**src/rtl/mem_arbiter.sv**
```systemverilog
// Round-robin arbiter giving NUM_MASTERS cores one-at-a-time access to a shared memory port.
// Latency: write done 2 cycles / read done 3+ cycles after grant; s_* held stable while !s_ready, losers hold m_req.
module mem_arbiter #(
    parameter int NUM_MASTERS    = 2,
    parameter int TIMEOUT_CYCLES = 16
) (
    input  logic                      clk,
    input  logic                      rst_n,
    input  logic [NUM_MASTERS-1:0]    m_req,
    input  logic [NUM_MASTERS-1:0]    m_we,
    input  logic [NUM_MASTERS*32-1:0] m_addr,
    input  logic [NUM_MASTERS*32-1:0] m_wdata,
    input  logic [NUM_MASTERS*4-1:0]  m_be,
    output logic [NUM_MASTERS-1:0]    m_done,
    output logic                      m_err,
    output logic [31:0]               m_rdata,
    output logic                      s_req,
    output logic                      s_we,
    output logic [31:0]               s_addr,
    output logic [31:0]               s_wdata,
    output logic [3:0]                s_be,
    input  logic                      s_ready,
    input  logic                      s_rvalid,
    input  logic [31:0]               s_rdata
);

    localparam int IW = (NUM_MASTERS > 1) ? $clog2(NUM_MASTERS) : 1;
    localparam int CW = $clog2(TIMEOUT_CYCLES) + 1;

    typedef enum logic [1:0] {IDLE, ISSUE, WAIT, DONE} state_t;

    typedef struct packed {
        logic        we;
        logic [31:0] addr;
        logic [31:0] wdata;
        logic [3:0]  be;
    } cmd_t;

    state_t        state;
    cmd_t          cmd_q;
    logic [IW-1:0] last_grant;
    logic [IW-1:0] winner;
    logic          any_req;
    logic [CW-1:0] cnt;

    function automatic logic [IW-1:0] rr_idx(input logic [IW-1:0] base, input int k);
        return IW'((int'(base) + k) % NUM_MASTERS);
    endfunction

    // Walk candidates from farthest to nearest so the nearest requester after last_grant wins.
    always_comb begin
        winner  = '0;
        any_req = |m_req;
        for (int k = NUM_MASTERS; k >= 1; k--) begin
            if (m_req[rr_idx(last_grant, k)]) begin
                winner = rr_idx(last_grant, k);
            end
        end
    end

    assign s_we    = cmd_q.we;
    assign s_addr  = cmd_q.addr;
    assign s_wdata = cmd_q.wdata;
    assign s_be    = cmd_q.be;

    always_ff @(posedge clk or negedge rst_n) begin
        if (!rst_n) begin
            state      <= IDLE;
            last_grant <= IW'(NUM_MASTERS - 1);
            cmd_q      <= '0;
            s_req      <= 1'b0;
            m_done     <= '0;
            m_err      <= 1'b0;
            m_rdata    <= '0;
            cnt        <= '0;
        end else begin
            m_done <= '0;
            case (state)
                IDLE: begin
                    if (any_req) begin
                        cmd_q.we    <= m_we[winner];
                        cmd_q.addr  <= m_addr[32*int'(winner) +: 32];
                        cmd_q.wdata <= m_wdata[32*int'(winner) +: 32];
                        cmd_q.be    <= m_be[4*int'(winner) +: 4];
                        last_grant  <= winner;
                        s_req       <= 1'b1;
                        state       <= ISSUE;
                    end
                end
                ISSUE: begin
                    if (s_ready) begin
                        s_req <= 1'b0;
                        cnt   <= '0;
                        if (cmd_q.we) begin
                            m_err              <= 1'b0;
                            m_done[last_grant] <= 1'b1;
                            state              <= DONE;
                        end else begin
                            state <= WAIT;
                        end
                    end
                end
                WAIT: begin
                    if (s_rvalid) begin
                        m_rdata            <= s_rdata;
                        m_err              <= 1'b0;
                        m_done[last_grant] <= 1'b1;
                        state              <= DONE;
                    end else if (cnt == CW'(TIMEOUT_CYCLES - 1)) begin
                        m_rdata            <= '0;
                        m_err              <= 1'b1;
                        m_done[last_grant] <= 1'b1;
                        state              <= DONE;
                    end else begin
                        cnt <= cnt + 1'b1;
                    end
                end
                // m_done is high during this state; requests are ignored so a stale m_req cannot re-grant.
                DONE: state <= IDLE;
                default: state <= IDLE;
            endcase
        end
    end

endmodule
```
**config.mk**
```make
export PLATFORM = sky130hd
export DESIGN_NAME = mem_arbiter
export DESIGN_NICKNAME = d
export VERILOG_FILES = /design/src/rtl/mem_arbiter.sv
export SDC_FILE = /design/constraint.sdc
export NUM_CORES = 1
export LEC_CHECK = 0
export CELL_PAD_IN_SITES_DETAIL_PLACEMENT = 0
export CELL_PAD_IN_SITES_GLOBAL_PLACEMENT = 1
export CORE_AREA = 2 2 110 112
export DETAILED_ROUTE_END_ITERATION = 6
export DIE_AREA = 0 0 112 114
export DONT_BUFFER_PORTS = 1
export GPL_TIMING_DRIVEN = 0
export PLACE_DENSITY_LB_ADDON = 0.1
export SETUP_SLACK_MARGIN = 0.5
export SKIP_CTS_REPAIR_TIMING = 1
export SLEW_MARGIN = 20
export SYNTH_ARGS = -nofsm -noshare
export SYNTH_HDL_FRONTEND = slang
export SYNTH_SLANG_ARGS = --single-unit
```
**constraint.sdc**
```tcl
create_clock -name clk -period 2.4 [get_ports clk]
set_input_delay 0.24 -clock clk [delete_from_list [all_inputs] [get_ports clk]]
set_output_delay 0.24 -clock clk [all_outputs]
set_load 0.05 [all_outputs]
```
==> results.json, run 1 <==
{
  "cts_max_level": 4,
  "worstMarginPinSlew_ps": 625,
  "drt-initial-drc-count": 208,
  "finalNetCount": 683,
  "path_cells": "ha_2 > and3_1 > ha_2 > o21ai_4 > buf_4 > clkbuf_2 > a22o_1",
  "grt_pass1_wl_mm": 19.1,
  "grt_use_total": 0.197,
  "critPathMostFrequentCell": "ha_2",
  "switching_share": 0.524,
  "clk_pin_slew_ps": 60,
  "synthFlopType": "dfrtp_1",
  "tns_ps": 0,
  "synth_edf_count": 0,
  "worstHoldPathType": "in -> async",
  "clock-sinks": 113,
  "grt_pass1_vias": 3481,
  "worst_ep_required_time_ps": 2730,
  "cts_tree": "done",
  "portBuffers": 0,
  "r2r_start": "cnt[0]",
  "rsz0062_at_grt": "false",
  "outcome": "finished with violations",
  "cp-end-kind": "flip-flop",
  "finalCriticalPeriod_ps": 1790,
  "p_seq_frac": 0.592,
  "r2r_cells": 7,
  "p_int_mw": 5.05,
  "critical_path_arrival_ps": 2120,
  "first_pass_iters": 4,
  "gp_congestion": 0.750,
  "path_class": "reg -> reg",
  "ys_seq_elements": 113,
  "slowest_stage": "dfrtp_1",
  "ant_nets": 0,
  "report.final.slew_viol_count": 0,
  "post_drt_wl_per_cell_um": 20.1,
  "drt_drc_violations_left": 0,
  "dieArea_um2": 12800,
  "die_w_um": 112,
  "ys_warn_count": 0,
  "yosys.cell_count.top_type": "dfrtp_1",
  "rows": 40,
  "drive_above_1_share": 0.125,
  "syn_to_final_growth_pct": 22.9,
  "power.share.combinational": 0.195,
  "synth_top_cell_area_share": 0.567,
  "dr_total_vias": 3562,
  "power.density_nw_per_um2": 1750,
  "violations": "hold timing",
  "synth_top_cells_by_area": "dfrtp_1 57%, mux2i_1 14%, o21ai_0 6.8%",
  "startpoint_type": "flip-flop",
  "hpwl_mm": 9.51,
  "grt_max_degree": 114,
  "relSlewSlack": 0.583,
  "worst-path-buf-inv": 2,
  "final_hold_viol_count": 113,
  "whs_ps": -469,
  "core_um2": 11700,
  "syn-num-nets": 626,
  "crit_family": "flip-flops",
  "crit_start": "cnt[0]",
  "start_util": 0.422,
  "worstPathMaxFanout": 10,
  "ir_drop_mv": 0.792,
  "max_cap_viol_count": 0,
  "netlist_area_um2": 4940,
  "n_antenna_cell": 0,
  "clkPwrFrac": 0.214,
  "vias_per_cell": 5.39,
  "cpPeakStageDelay_ps": 400,
  "synthArstFlopShare": 1.00,
  "synth_top_cell_by_area": "dfrtp_1",
  "leakagePower_nw": 2.81,
  "yosys-top-cells-count": "112 x dfrtp_1, 79 x nand2_1, 69 x mux2i_1, 67 x o21ai_0, 32 x a22o_1",
  "wirelength_mm": 13.3,
  "clk_latency_ps": 400,
  "fmax_mhz": 560,
  "ios": 281,
  "cts_root_buf": "clkbuf_16",
  "antenna_found_initial": 0,
  "final.setup_skew_ps": 9.45,
  "cp.depth": 7,
  "synthCells": 445,
  "p_sw_mw": 5.55,
  "grt-ovfl-total": 0,
  "setup_viol": 0,
  "utilization": 0.519,
  "yosysUniqueCellTypes": 34,
  "clockBufferDepth": 2,
  "synth.avg_cell_area_um2": 11.1,
  "cts_buffers": 17,
  "die_h_um": 114,
  "min_period_over_period": 0.744,
  "seq_area_frac_synth": 0.572
}
==> power by group through the flow <==
stage / clock network (mW) / logic (mW) / registers, mW
after floorplan: 0 / 1.57 / 6.06
after global placement: 0 / 1.92 / 6.32
after detailed placement: 0 / 2.00 / 6.33
after CTS: 2.33 / 2.00 / 6.29
after global routing: 2.41 / 2.39 / 6.36
final: 2.27 / 2.06 / 6.27
==> layout make-up <==
cell class              instances  area, µm²
plain buffers                  31        185
clock buffers                  17        425
well taps                     147        184
repair buffers                 38        370
inverters                       8       30.0
clock inverters                14        119
flip-flops and latches        113       2830
fillers                      1098       5640
multi-input cells             293       1930
==> flip-flops by register name, summed over array words and instances, names as in the netlist <==
signal and flops:
m_err 1, m_rdata 32, cnt 5, m_done 2, s_req 1, last_grant 1, s_be 4, s_we 1
s_wdata 32, s_addr 32, state 2
==> worst paths after layout <==
check,endpoint,slack (ps)
max,m_rdata[6],610
min,m_rdata[8],-470
max reg2reg,m_rdata[6],610
min reg2reg,cnt[4],490
max in group asynchronous,last_grant,2600
min in group clk,s_wdata[23],40
==> layer usage <==
metal	wire length, µm	GRT usage	vias to the layer above
met2	6860	0.347	180
met5	0	0	-
met1	5180	0.224	1692
met3	1100	0.0717	13
li1	-	-	1677
met4	158	0.0610	0
==> placed cells by master, fill, tap and decap left out, types with 2 or more instances in the layout <==
cell and n:
a21oi_1 4, a22o_1 32, and3_1 2, buf_2 6
buf_4 13, clkbuf_1 9, clkbuf_16 17, clkbuf_2 4
clkinv_2 5, clkinv_4 2, clkinvlp_4 5, dfrtp_1 112
dlygate4sd3_1 34, ha_1 3, ha_2 2, inv_1 8
mux2i_1 69, nand2_1 79, nand2b_1 2, nand3_1 4
nor2_1 2, nor3b_1 2, o21ai_0 67, o21ai_1 10
or3_1 2
==> metrics by stage <==
stage / setup slack, ps / cells / power, mW / instance area (µm²)
after floorplan: 545 / 445 / 7.62 / 4940
after global placement: 291 / 592 / 8.25 / 5130
after detailed placement: 248 / 592 / 8.32 / 5130
after CTS: 228 / 623 / 10.6 / 5670
after global routing: 493 / 661 / 11.2 / 6070
final: 615 / 661 / 10.6 / 6070
==> cell families after synthesis <==
logic type                 share of synthesized area
AOI/OAI and AO/OA                              0.153
DFF                                            0.572
buffers and inverters                         0.0413
adders and majority gates                     0.0127
muxes                                          0.140
and+or+nand+nor                               0.0810
No activity file was read; power rests on OpenSTA's default activity.
==> run 2: changes to the inputs <==
--- a/config.mk
+++ b/config.mk
@@ -7,9 +7,9 @@
 export LEC_CHECK = 0
 export CELL_PAD_IN_SITES_DETAIL_PLACEMENT = 0
 export CELL_PAD_IN_SITES_GLOBAL_PLACEMENT = 1
-export CORE_AREA = 2 2 110 112
+export CORE_ASPECT_RATIO = 1.25
+export CORE_UTILIZATION = 41
 export DETAILED_ROUTE_END_ITERATION = 6
-export DIE_AREA = 0 0 112 114
 export DONT_BUFFER_PORTS = 1
 export GPL_TIMING_DRIVEN = 0
 export PLACE_DENSITY_LB_ADDON = 0.1
==> constraint.sdc (replaced) <==
create_clock -name clk -period 1.5 [get_ports clk]
set_input_delay 0.15 -clock clk [delete_from_list [all_inputs] [get_ports clk]]
set_output_delay 0.15 -clock clk [all_outputs]
set_load 0.05 [all_outputs]
==> results.json, run 2 <==
{
  "synth.avg_cell_area_um2": 11.1,
  "dp_worst_setup_slack_ps": -405,
  "lastStage": "global routing",
  "hpwl_mm": 9.38,
  "synth_top_family_by_area": "compound AO/OA/AOI/OAI gates",
  "grt_max_degree": 114,
  "die_h_um": 125,
  "synthCells": 445,
  "gp_congestion": 0.833,
  "start_util": 0.424,
  "synth_compound_area_frac": 0.153,
  "cts_buffers": 17,
  "rows": 44,
  "netlist_area_um2": 4940,
  "clockBufferDepth": 2,
  "synthArstFlopShare": 1.00,
  "synthSimpleGateAreaFrac": 0.0810,
  "synth_edf_count": 0,
  "synth_top_cell_area_share": 0.567,
  "synthXorXnorAreaFrac": 0,
  "synthFlopType": "dfrtp_1",
  "clock-sinks": 113,
  "ys_warn_count": 0,
  "yosys.area_share.adder": 0.0127,
  "syn-num-nets": 626,
  "toolErrorMsg": "[ERROR RSZ-0060] Max buffer count reached.",
  "portBuffers": 0,
  "ys_seq_elements": 113,
  "synth_top_cell_by_area": "dfrtp_1",
  "synthMuxAreaShare": 0.140,
  "yosysUniqueCellTypes": 34,
  "ios": 281,
  "outcome": "aborted with a tool error",
  "die_w_um": 100,
  "cts_root_buf": "clkbuf_16",
  "cts_max_level": 4,
  "worst-ep-kind": "register input",
  "worst_endpoint": "cnt[3]$_DFFE_PN0P_/D",
  "yosys.cell_count.top_type": "dfrtp_1",
  "synth_top_cells_by_area": "dfrtp_1 57%, mux2i_1 14%, o21ai_0 6.8%",
  "yosys-top-cells-count": "112 x dfrtp_1, 79 x nand2_1, 69 x mux2i_1, 67 x o21ai_0, 32 x a22o_1",
  "seq_area_frac_synth": 0.572
}
## run 2: cell families after synthesis
kind of cell,after synthesis
mux,69
simple gates,97
buf+inv,39
flops,113
compound gates,122
fa+ha+maj,5
## run 2: per-stage QoR
step,setup TNS [ps],cell area [µm²],std cells
floorplan,-4030,4980,445
global placement,-17100,5180,606
detailed placement,-20540,5180,606
CTS,-22860,5790,638
==> run 3: changes to the inputs <==
==> config.mk (replaced) <==
export PLATFORM = sky130hd
export DESIGN_NAME = mem_arbiter
export DESIGN_NICKNAME = d
export VERILOG_FILES = /design/src/rtl/mem_arbiter.sv
export SDC_FILE = /design/constraint.sdc
export NUM_CORES = 1
export LEC_CHECK = 0
export CORE_UTILIZATION = 34
export DETAILED_ROUTE_END_ITERATION = 6
export DONT_BUFFER_PORTS = 1
export GPL_TIMING_DRIVEN = 0
export PLACE_DENSITY_LB_ADDON = 0.15
export SKIP_CTS_REPAIR_TIMING = 1
export SLEW_MARGIN = 20
export SYNTH_ARGS = -nofsm -noshare
export SYNTH_HDL_FRONTEND = slang
export SYNTH_SLANG_ARGS = --single-unit
==> constraint.sdc (replaced) <==
create_clock -name clk -period 2 [get_ports clk]
set_input_delay 0.2 -clock clk [delete_from_list [all_inputs] [get_ports clk]]
set_output_delay 0.2 -clock clk [all_outputs]
set_load 0.05 [all_outputs]
==> results.json, run 3 (synthesized netlist as in run 1, its figures left out) <==
{
  "antenna_found_initial": 0,
  "multi_input_area_um2": 1930,
  "clk_latency_ps": 410,
  "dpl.cell_count": 625,
  "min_period_over_period": 0.959,
  "p_int_mw": 6.74,
  "grt_use_total": 0.170,
  "worstPathMaxFanout": 5,
  "drive_above_1_share": 0.117,
  "final.setup_skew_ps": 7.25,
  "rows": 43,
  "switching_share": 0.498,
  "p_seq_frac": 0.559,
  "start_util": 0.352,
  "placed_area_um2": 5170,
  "regArea_um2": 2830,
  "cts_max_level": 4,
  "report.final.slew_viol_count": 0,
  "final_hold_viol_count": 122,
  "path_class": "reg -> reg",
  "syn_to_final_growth_pct": 27.5,
  "dieArea_um2": 15000,
  "max_cap_viol_count": 0,
  "gp_congestion": 0.745,
  "whs_ps": -516,
  "worst_ep_required_time_ps": 2330,
  "power.density_nw_per_um2": 2130,
  "cts_root_buf": "clkbuf_16",
  "die_h_um": 123,
  "cts_buffers": 17,
  "outcome": "finished with violations",
  "relSlewSlack": 0.567,
  "p_sw_mw": 6.69,
  "r2r_cells": 7,
  "fmax_mhz": 521,
  "startpoint_type": "flip-flop",
  "clock-sinks": 113,
  "setup_viol": 0,
  "fin_cells": 700,
  "finalNetCount": 688,
  "drt_drc_violations_left": 0,
  "clockBufferDepth": 2,
  "dp_worst_setup_slack_ps": -155,
  "r2r_slack_ps": 80,
  "grt_max_degree": 114,
  "core_um2": 14000,
  "clkPwrFrac": 0.257,
  "fillerInstances": 1306,
  "final_cell_mix": "112 x dfrtp_1, 79 x nand2_1, 69 x mux2i_1",
  "total_power_mw": 13.4,
  "die_w_um": 123,
  "fin_area_um2": 6300,
  "ant_nets": 0,
  "dr_total_vias": 3581,
  "vias_per_cell": 5.12,
  "cts_tree": "done",
  "finalCriticalPeriod_ps": 1920,
  "grt_pass1_vias": 3545,
  "first_pass_iters": 4,
  "power.share.combinational": 0.184,
  "drt-initial-drc-count": 159,
  "leakagePower_nw": 2.89,
  "worst_slack_ps": 82.1,
  "worstMarginPinSlew_ps": 650,
  "violations": "hold timing",
  "critical_path_arrival_ps": 2250,
  "post_drt_wl_per_cell_um": 18.8,
  "grt_pass1_wl_mm": 18.9,
  "hpwl_mm": 9.54,
  "clk_pin_slew_ps": 60,
  "cp-end-kind": "flip-flop",
  "n_antenna_cell": 0,
  "worstHoldPathType": "in -> async",
  "ir_drop_mv": 0.894,
  "ios": 281,
  "layout_commonest_cell": "dfrtp_1",
  "wirelength_mm": 13.2,
  "grt-ovfl-total": 0,
  "portBuffers": 0
}
[run 3: power groups by stage]
stage	clock, mW	combinational [mW]	sequential, mW
3_5_place_dp	0	2.38	7.59
2_1_floorplan	0	1.88	7.27
3_3_place_gp	0	2.28	7.57
6_report	3.45	2.48	7.51
4_1_cts	3.52	2.39	7.55
5_1_grt	3.60	2.87	7.65
[run 3: path summary, 6_finish.rpt]
path                            start     endpoint
max                            cnt[0]       cnt[3]
max reg2reg                    cnt[0]       cnt[3]
min                             rst_n  s_wdata[18]
min in group clk           m_addr[23]   s_addr[23]
max in group asynchronous       rst_n   last_grant
min reg2reg                    cnt[4]       cnt[4]
[run 3: area by class of cell]
type,count,area share
flip-flops and latches,113,0.449
clock buffers,18,0.0697
plain buffers,31,0.0286
clock inverters,14,0.0373
well taps,180,0.0357
repair buffers,43,0.0691
multi-input cells,293,0.306
inverters,8,0.00476
[run 3: critical path: stages, from the launching register on]
cell	delay, ps
dfrtp_1	420
ha_1	220
and3_1	190
ha_2	210
o21ai_4	210
nand4_1	150
or3_1	360
o21ai_0	80
[run 3: routing by layer]
metal / GRT usage / vias up / wire length, µm / share of wire
met5: 0 / - / 0 / 0
met4: 0.0694 / 0 / 180 / 0.014
met3: 0.0572 / 16 / 1050 / 0.080
met2: 0.297 / 169 / 6870 / 0.52
met1: 0.190 / 1710 / 5090 / 0.39
li1: - / 1686 / - / -
[run 3: stage by stage]
| step | util | TNS [ps] |
|---|---|---|
| floorplan | - | 0 |
| global placement | 0.368 | -2480 |
| detailed placement | 0.368 | -3430 |
| CTS | 0.416 | -3870 |
| global route | 0.449 | -15.6 |
| finish | 0.449 | 0 |
==> run 4: changes to the inputs <==
--- a/config.mk
+++ b/config.mk
@@ -5,7 +5,9 @@
 export SDC_FILE = /design/constraint.sdc
 export NUM_CORES = 1
 export LEC_CHECK = 0
+export CORE_MARGIN = 2
 export CORE_UTILIZATION = 34
+export CTS_BUF_LIST = sky130_fd_sc_hd__clkbuf_4
 export DETAILED_ROUTE_END_ITERATION = 6
 export DONT_BUFFER_PORTS = 1
 export GPL_TIMING_DRIVEN = 0
==> results.json, run 4 <==
{
  "synth_top_cell_area_share": 0.567,
  "cts_buffers": 17,
  "clockBufferDepth": 2,
  "synth_edf_count": 0,
  "lastStage": "global routing",
  "worst_endpoint": "cnt[3]$_DFFE_PN0P_/D",
  "yosys.cell_count.top_type": "dfrtp_1",
  "yosysUniqueCellTypes": 34,
  "seq_area_frac_synth": 0.572,
  "outcome": "aborted with a tool error",
  "syn-num-nets": 626,
  "portBuffers": 0,
  "synth_top_cell_by_area": "dfrtp_1",
  "die_h_um": 125,
  "synth.avg_cell_area_um2": 11.1,
  "ys_seq_elements": 113,
  "yosys-top-cells-count": "112 x dfrtp_1, 79 x nand2_1, 69 x mux2i_1, 67 x o21ai_0, 32 x a22o_1",
  "netlist_area_um2": 4940,
  "synth_top_cells_by_area": "dfrtp_1 57%, mux2i_1 14%, o21ai_0 6.8%",
  "ys_warn_count": 0,
  "synthArstFlopShare": 1.00,
  "synthCells": 445,
  "clock-sinks": 113,
  "grt_max_degree": 114,
  "cts_max_level": 4,
  "gp_congestion": 0.767,
  "synthFlopType": "dfrtp_1",
  "rows": 44,
  "toolErrorMsg": "[ERROR RSZ-0060] Max buffer count reached.",
  "cts_root_buf": "clkbuf_4",
  "hpwl_mm": 9.39,
  "start_util": 0.344,
  "ios": 281,
  "worst-ep-kind": "register input",
  "die_w_um": 125
}
run 4: cell counts after synthesis:
Identical to the previous run, type by type.
run 4: logic make-up after synthesis:
logic type | share of synthesized area
compound gates | 0.153
fa+ha+maj | 0.0127
buf+inv | 0.0413
flops | 0.572
mux | 0.140
simple gates | 0.0810
run 4: per-stage QoR:
step | area, µm² | instances | setup TNS [ps] | hold WS [ps] | setup slack [ps]
after floorplan | 4940 | 445 | 0 | -95.6 | 145
after CTS | 5450 | 660 | -4560 | -703 | -173
after global placement | 5170 | 629 | -2920 | -93.1 | -113
after detailed placement | 5170 | 629 | -3660 | -93.3 | -146
